## src/rtl/time_setter.sv

```systemverilog
// Operator-side editor for the countdown time register: button pulses edit a
// BCD HH:MM:SS value digit by digit and a legal value is committed with a write strobe.
module time_setter #(
  parameter int MAX_HOUR   = 23,
  parameter bit ALLOW_ZERO = 1'b0
) (
  input  logic       clock,
  input  logic       reset,
  input  logic       btnEnter,
  input  logic       btnNext,
  input  logic       btnUp,
  input  logic       btnDown,
  input  logic       busy,
  output logic [3:0] setHour10,
  output logic [3:0] setHour1,
  output logic [3:0] setMinute10,
  output logic [3:0] setMinute1,
  output logic [3:0] setSecond10,
  output logic [3:0] setSecond1,
  output logic       write,
  output logic       editing,
  output logic [2:0] cursor,
  output logic       error
);

  localparam logic [3:0] H10_MAX = 4'(MAX_HOUR / 10);
  localparam logic [3:0] H1_TOP  = 4'(MAX_HOUR % 10);

  typedef enum logic [1:0] {IDLE, EDIT, COMMIT} state_t;

  state_t     state;
  logic [3:0] dig [6];
  logic [3:0] cur_val;
  logic [3:0] cur_max;
  logic [3:0] step_val;
  logic       clamp_h1;
  logic       all_zero;

  // Hour1 range shrinks when Hour10 sits at its top value.
  function automatic logic [3:0] digit_max(input logic [2:0] idx, input logic [3:0] h10);
    case (idx)
      3'd0:       digit_max = H10_MAX;
      3'd1:       digit_max = (h10 >= H10_MAX) ? H1_TOP : 4'd9;
      3'd2, 3'd4: digit_max = 4'd5;
      default:    digit_max = 4'd9;
    endcase
  endfunction

  always_comb begin
    cur_val = 4'd0;
    case (cursor)
      3'd0:    cur_val = dig[0];
      3'd1:    cur_val = dig[1];
      3'd2:    cur_val = dig[2];
      3'd3:    cur_val = dig[3];
      3'd4:    cur_val = dig[4];
      3'd5:    cur_val = dig[5];
      default: cur_val = 4'd0;
    endcase
    cur_max = digit_max(cursor, dig[0]);
    if (btnUp)
      step_val = (cur_val >= cur_max) ? 4'd0 : cur_val + 4'd1;
    else
      step_val = (cur_val == 4'd0 || cur_val > cur_max) ? cur_max : cur_val - 4'd1;
    // A new Hour10 at its top value can push HH past MAX_HOUR.
    clamp_h1 = (cursor == 3'd0) && (step_val == H10_MAX) && (dig[1] > H1_TOP);
    all_zero = (dig[0] == 4'd0) && (dig[1] == 4'd0) && (dig[2] == 4'd0) &&
               (dig[3] == 4'd0) && (dig[4] == 4'd0) && (dig[5] == 4'd0);
  end

  always_ff @(posedge clock or negedge reset) begin
    if (!reset) begin
      state   <= IDLE;
      write   <= 1'b0;
      editing <= 1'b0;
      cursor  <= 3'd0;
      error   <= 1'b0;
      for (int i = 0; i < 6; i++) dig[i] <= 4'd0;
    end else begin
      write <= 1'b0;
      error <= 1'b0;
      case (state)
        IDLE: begin
          if (btnEnter && !busy) begin
            state   <= EDIT;
            editing <= 1'b1;
            cursor  <= 3'd0;
          end
        end
        EDIT: begin
          if (busy) begin
            state   <= IDLE;
            editing <= 1'b0;
            cursor  <= 3'd0;
          end else if (btnEnter) begin
            if (!ALLOW_ZERO && all_zero) begin
              error <= 1'b1;
            end else begin
              state   <= COMMIT;
              write   <= 1'b1;
              editing <= 1'b0;
              cursor  <= 3'd0;
            end
          end else if (btnNext) begin
            cursor <= (cursor >= 3'd5) ? 3'd0 : cursor + 3'd1;
          end else if (btnUp || btnDown) begin
            for (int i = 0; i < 6; i++)
              if (cursor == 3'(i)) dig[i] <= step_val;
            if (clamp_h1) dig[1] <= H1_TOP;
          end
        end
        default: begin
          state <= IDLE;
        end
      endcase
    end
  end

  assign setHour10   = dig[0];
  assign setHour1    = dig[1];
  assign setMinute10 = dig[2];
  assign setMinute1  = dig[3];
  assign setSecond10 = dig[4];
  assign setSecond1  = dig[5];

endmodule

```

## config.mk

```make
export PLATFORM = sky130hd
export DESIGN_NAME = time_setter
export DESIGN_NICKNAME = d
export VERILOG_FILES = /design/src/rtl/time_setter.sv
export SDC_FILE = /design/constraint.sdc
export NUM_CORES = 1
export LEC_CHECK = 0
export BUFFER_PORTS_ARGS = -buffer_cell sky130_fd_sc_hd__buf_4
export CAP_MARGIN = 10
export CORE_UTILIZATION = 50
export CTS_CLUSTER_DIAMETER = 100
export DETAILED_ROUTE_END_ITERATION = 10
export GPL_TIMING_DRIVEN = 1
export HOLD_SLACK_MARGIN = 0.12
export PLACE_DENSITY = 0.86
export SLEW_MARGIN = 10
export SYNTH_ARGS = -nofsm -noshare
export SYNTH_HDL_FRONTEND = slang
export SYNTH_SLANG_ARGS = --single-unit
```

## constraint.sdc

```tcl
create_clock -name clock -period 4.1 [get_ports clock]
set_clock_uncertainty 0.15 [all_clocks]
set_input_delay 0.41 -clock clock [delete_from_list [all_inputs] [get_ports clock]]
set_output_delay 0.41 -clock clock [all_outputs]
set_load 0.01 [all_outputs]
```

==> After elaboration in Yosys (flattened, before gate mapping) <==
Index checks and enable logic that the tools add are counted.
{ "totals": {"ff_bits": 32, "out_inout_bits": 30} }
{ "classes": {"addsub": 3, "mux": 33, "reduce_logical": 32, "magnitude_cmp": 5, "n_eq_ne": 12, "bitwise_logic": 3} }
{ "op_table": {"columns": ["cell", "count"], "rows": [
  ["$reduce_and A6 Y1", 6],
  ["$logic_not A4 Y1", 7],
  ["$mux W4", 6],
  ["$pmux W4 S6", 1],
  ["$mux W3", 6],
  ["$mux W1", 12],
  ["$pmux W4 S3", 1],
  ["$logic_and A1 B1 Y1", 8],
  ["$mux W2", 4],
  ["$ne A4 B4 Y1 const B", 2],
  ["$reduce_and A4 Y1", 2],
  ["$eq A3 B2 Y1 const B", 2],
  ["$eq A3 B3 Y1 const B", 2],
  ["$ne A3 B3 Y1 const B", 2],
  ["$pmux W3 S2", 1],
  ["$add A4 B1 Y4 const B", 1],
  ["$eq A4 B2 Y1 const B", 1],
  ["$ge A4 B2 Y1 const B", 1],
  ["$ge A4 B4 Y1", 1],
  ["$gt A4 B2 Y1 const B", 1],
  ["$gt A4 B4 Y1", 1],
  ["$pmux W2 S2", 1],
  ["$reduce_bool A2 Y1", 2],
  ["$sub A4 B1 Y4 const B", 1],
  ["other kinds (13)", 16]
]} }

==> Logic depth before layout (Yosys ltp) <==
{ "depth": {"depth_word": 12, "ltp_mapped": 17, "mapped_depth_nobuf": 15} }

==> Worst setup path before layout <==
No wires, ideal clock.
{ "synth_timing": {"path_kind": "flip-flop to flip-flop", "from": "register cursor[2]", "to": "register dig, in the netlist setHour1[2]", "arrival_time_ns": 3.631, "synth_period_minus_slack_ns": 3.901, "path_buffers": 2, "path_stages_with_launch": 18, "required_time_ns": 3.830, "slack_ns": 0.199, "path_cell_list": "dfrtp_1 > buf_2 > buf_4 > inv_1 > ha_1 > nand2_1 > o211ai_1 > nor2_1 > nor2_1 > ha_1 > a21oi_1 > a32o_1 > nand2_1 > or2_1 > o311ai_1 > and4_1 > nand2_1 > a31o_1"} }
{ "synth_via": {"elab_chain_len": 12, "elab_cells_between_ends": 25, "cone_classes": "add/sub: 2; order compare: 2; eq/ne: 6; mux: 7; reduce/logical: 8"} }
{ "synth_rtl": {"columns": ["item", "line", "rtl"], "rows": [
  ["start: declaration", "22", "output logic [2:0] cursor,"],
  ["start signal: assignment", "105", "cursor <= (cursor >= 3'd5) ? 3'd0 : cursor + 3'd1;"],
  ["$eq A3 B2 Y1 or $eq A3 B3 Y1 (tied branches)", "41, 51", null],
  ["$reduce_or A2 Y1", "41", "case (idx)"],
  ["$pmux W4 S3", "41", null],
  ["$gt A4 B4 Y1", "64", "step_val = (cur_val == 4'd0 || cur_val > cur_max) ? cur_max : cur_val - 4'd1;"],
  ["$logic_or A1 B1 Y1", "64", null],
  ["$mux W4", "64", null],
  ["$mux W4", "61", "if (btnUp)"],
  ["$eq A4 B2 Y1", "66", "clamp_h1 = (cursor == 3'd0) && (step_val == H10_MAX) && (dig[1] > H1_TOP);"],
  ["$logic_and A1 B1 Y1 (2 in series)", "66", null],
  ["$reduce_bool A2 Y1 (no line)", null, null],
  ["$reduce_and A6 Y1 (no line)", null, null],
  ["end signal: indexed assignment", "108", "if (cursor == 3'(i)) dig[i] <= step_val;"],
  ["end: declaration", "32", "logic [3:0] dig [6];"]
]} }
Parallel ways exist; a longest one is shown, timed or not. The select of a mux whose other input is x is not followed.
A chain may end at the register's enable or synchronous reset.

==> Worst setup path after layout <==
{ "layout_timing": {"from": "register cursor[1]", "to": "register dig, in the netlist setHour1[2]"} }
The elaborated chain is that of the path after synthesis.

==> impl_metrics.tcl <==
set metrics [dict create \
    layout_common_cells "42 x buf_4, 32 x dfrtp_1, 23 x nand2_1" \
    viasPerCell 6.352 \
    cp_max_fo 9 \
    rsz0062_at_grt "false" \
    finalHoldViolations 0 \
    worst_setup_path_start_kind "flip-flop" \
    cts_root_buf "clkbuf_8" \
    tns_ns 0 \
    avgSynthCellArea_sq_um 9.295 \
    grt_antenna_before_repair 0 \
    fin_ws_ns 0.2437 \
    synth_cell_types 57 \
    dieHeight_um 66.82 \
    min_period_ns 3.856 \
    grt_pass1_vias 1841 \
    synthFlopType "dfrtp_1" \
    grt_pass1_wl_mm 9.094 \
    synthToLayoutAreaGrowth_pct 22.22 \
    routedWlPerCell_um 17.23 \
    fin_hold_ws_ns 0.1776 \
    clock.fmax_mhz 259.3 \
    slew_violations 0 \
    drive_above_1_share_pct 26.57 \
    yosys_warnings 0 \
    syn_area_sq_um 2101 \
    syn_inst 226 \
    max_stage_delay_ns 0.46 \
    worst_pin_slew_ns 0.8348 \
    drtPass1Iterations 6 \
    outcome "completed" \
    gp_congestion 0.9014 \
    synth-edff-count 0 \
    dpl_cell_area_sq_um 2442 \
    arrival_ns 3.93 \
    synth-seq-cells 32 \
    cp-end-kind "flip-flop" \
    fp.dieW_um 66.82 \
    period_share_pct 94.06 \
    critPathSlowestCell "dfrtp_1" \
    maxSlewHeadroom_pct 43.76 \
    portBuffers 36 \
    rows 23 \
    worst_hold_path_type "in -> reg" \
    drt_wl_total_mm 5.530 \
    cp_top_family "compound AO/OA/AOI/OAI gates" \
    fin_area_sq_um 2567 \
    coreArea_sq_um 4029 \
    power.density_nw_per_um2 506.3 \
    vias 2039 \
    clock_latency_ns 0.29 \
    htree_levels 2 \
    cp_num_buf_inv 1 \
    final_common_cell "buf_4" \
    cp.required_ns 4.17 \
    start_util_pct 52.14 \
    finalSetupViolCount 0 \
    grt_use_total_pct 27.24 \
    cts_setup_buffers 0 \
    drtIter0Drc 288 \
    place_hpwl_mm 4.023 \
    synth_nets 244 \
    gr-total-overflow 0 \
    maxCapViolCount 0 \
    timing_worst_setup_path_type "reg -> reg" \
    clock-sinks 32 \
    cp_cell_sequence "inv_1 -> ha_2 -> a22oi_1 -> o21ai_1 -> nor2_2 -> nor2_1 -> ha_1 -> a21oi_1 -> a32o_1 -> nand2_1 -> or2_1 -> a221o_1 -> o21ai_0 -> a22o_1 -> a31o_1" \
    ys_async_sr_fraction_pct 100.0 \
    num_antenna_cells 0 \
    p_leak_nw 1.178 \
    ant_nets 0 \
    pin_count 37 \
    yosysSeqAreaShare_pct 38.12 \
    grt_start_max_net_pins 33 \
    cts_buffers 5 \
    r2r_slack_ns 0.24 \
    clkTransAtPathRegs_ns 0.06 \
    final_nets 288 \
    clockBufferDepth 2 \
    ir_drop_mv 0.4053 \
    dp_slack_ns 0.1954 \
    dieArea_sq_um 4465 \
    cts_tree "built" \
    drc 0 \
]
## synth_stat cells (2+ instances only)
library cell   n  area share (%)
dfrtp_1       32              38
nand2_1       23             4.1
nor2_1        22             3.9
mux2_2        15             8.0
o21ai_0       13             3.1
ha_1          11             6.6
nand3_1        9             2.1
a21oi_1        8             1.9
inv_1          8             1.4
nor4_1         7             2.1
a22oi_1        6             2.1
nor2b_1        5             1.5
and2_1         4             1.2
and3_1         3            0.89
nand4_1        3            0.89
nor3_1         3            0.71
o21a_1         3             1.1
o21ai_1        3            0.71
o22ai_1        3            0.89
xnor2_1        3             1.3
and4_1         2            0.83
buf_2          2            0.48
clkbuf_1       2            0.36
mux2i_1        2            0.95
nand3b_1       2            0.71
## cells by family (layout without fill, tap and decap cells)
logic type                 after synthesis  in the layout  synth area share, %
muxes                                   17             17                8.993
DFF                                     32             32                38.12
xor gates and xnor gates                 4              4                1.668
AOI/OAI and AO/OA                       59             59                20.31
adders and majority gates               11             11                6.551
buffers and inverters                   14             59                3.157
and+or+nand+nor                         89             89                21.20
## cell type report
type	instances	area [sq um]
clock inverter	2	35.03
tap	50	62.56
inverter	8	30.03
sequential	32	800.8
timing repair buffer	43	325.3
multi-input combinational	180	1241
clock buffer	6	72.57
fill	314	1461
## where the power goes
| group | internal [mW] | switching [mW] | leakage [nW] | total (mW) |
|---|---|---|---|---|
| Sequential | 0.345 | 0.0422 | 0.431 | 0.387 |
| Clock | 0.180 | 0.111 | 0.0552 | 0.291 |
| Combinational | 0.261 | 0.361 | 0.692 | 0.622 |
| Total | 0.786 | 0.514 | 1.18 | 1.30 |
## metrics by stage
step	utilization [%]	total power, mW	instances
after floorplan	-	0.7822	226
after global placement	60.62	0.9745	312
after detailed placement	60.62	0.9844	312
after CTS	63.54	1.280	321
after global routing	63.73	1.371	321
final	63.73	1.300	321
## final timing paths
check                          start      endpoint  cells past startpoint
max                        cursor[1]   setHour1[2]                     15
max reg2reg                cursor[1]   setHour1[2]                     15
max in group asynchronous      reset  setHour10[2]                      2
min reg2reg                 state[1]      state[0]                      1
min in group asynchronous      reset     cursor[1]                      2
min                             busy      state[0]                      2
## state kept, by name (all words and copies together), names as in the netlist, 2 cells and up
| name | count |
|---|---|
| setMinute10 | 4 |
| state | 2 |
| setSecond1 | 4 |
| setSecond10 | 4 |
| setMinute1 | 4 |
| setHour1 | 4 |
| cursor | 3 |
| setHour10 | 4 |
## what timing repair did
item,4_1_cts,5_1_grt
setup endpoints to repair,0,14
gates resized for setup,0,4
hold buffers,1,0
hold endpoints to repair,32,0
## metal layers
layer  track usage [%]  wire length (um)  vias up  share of wire (%)
met1             37.37              2270      972                 41
met3             4.795               476       14                8.6
met5                 0                 0        -                  0
met4             12.23               125        0                2.3
met2             41.54              2657      112                 48
li1                  -                 -      941                  -
No activity file was read; power rests on OpenSTA's default activity.
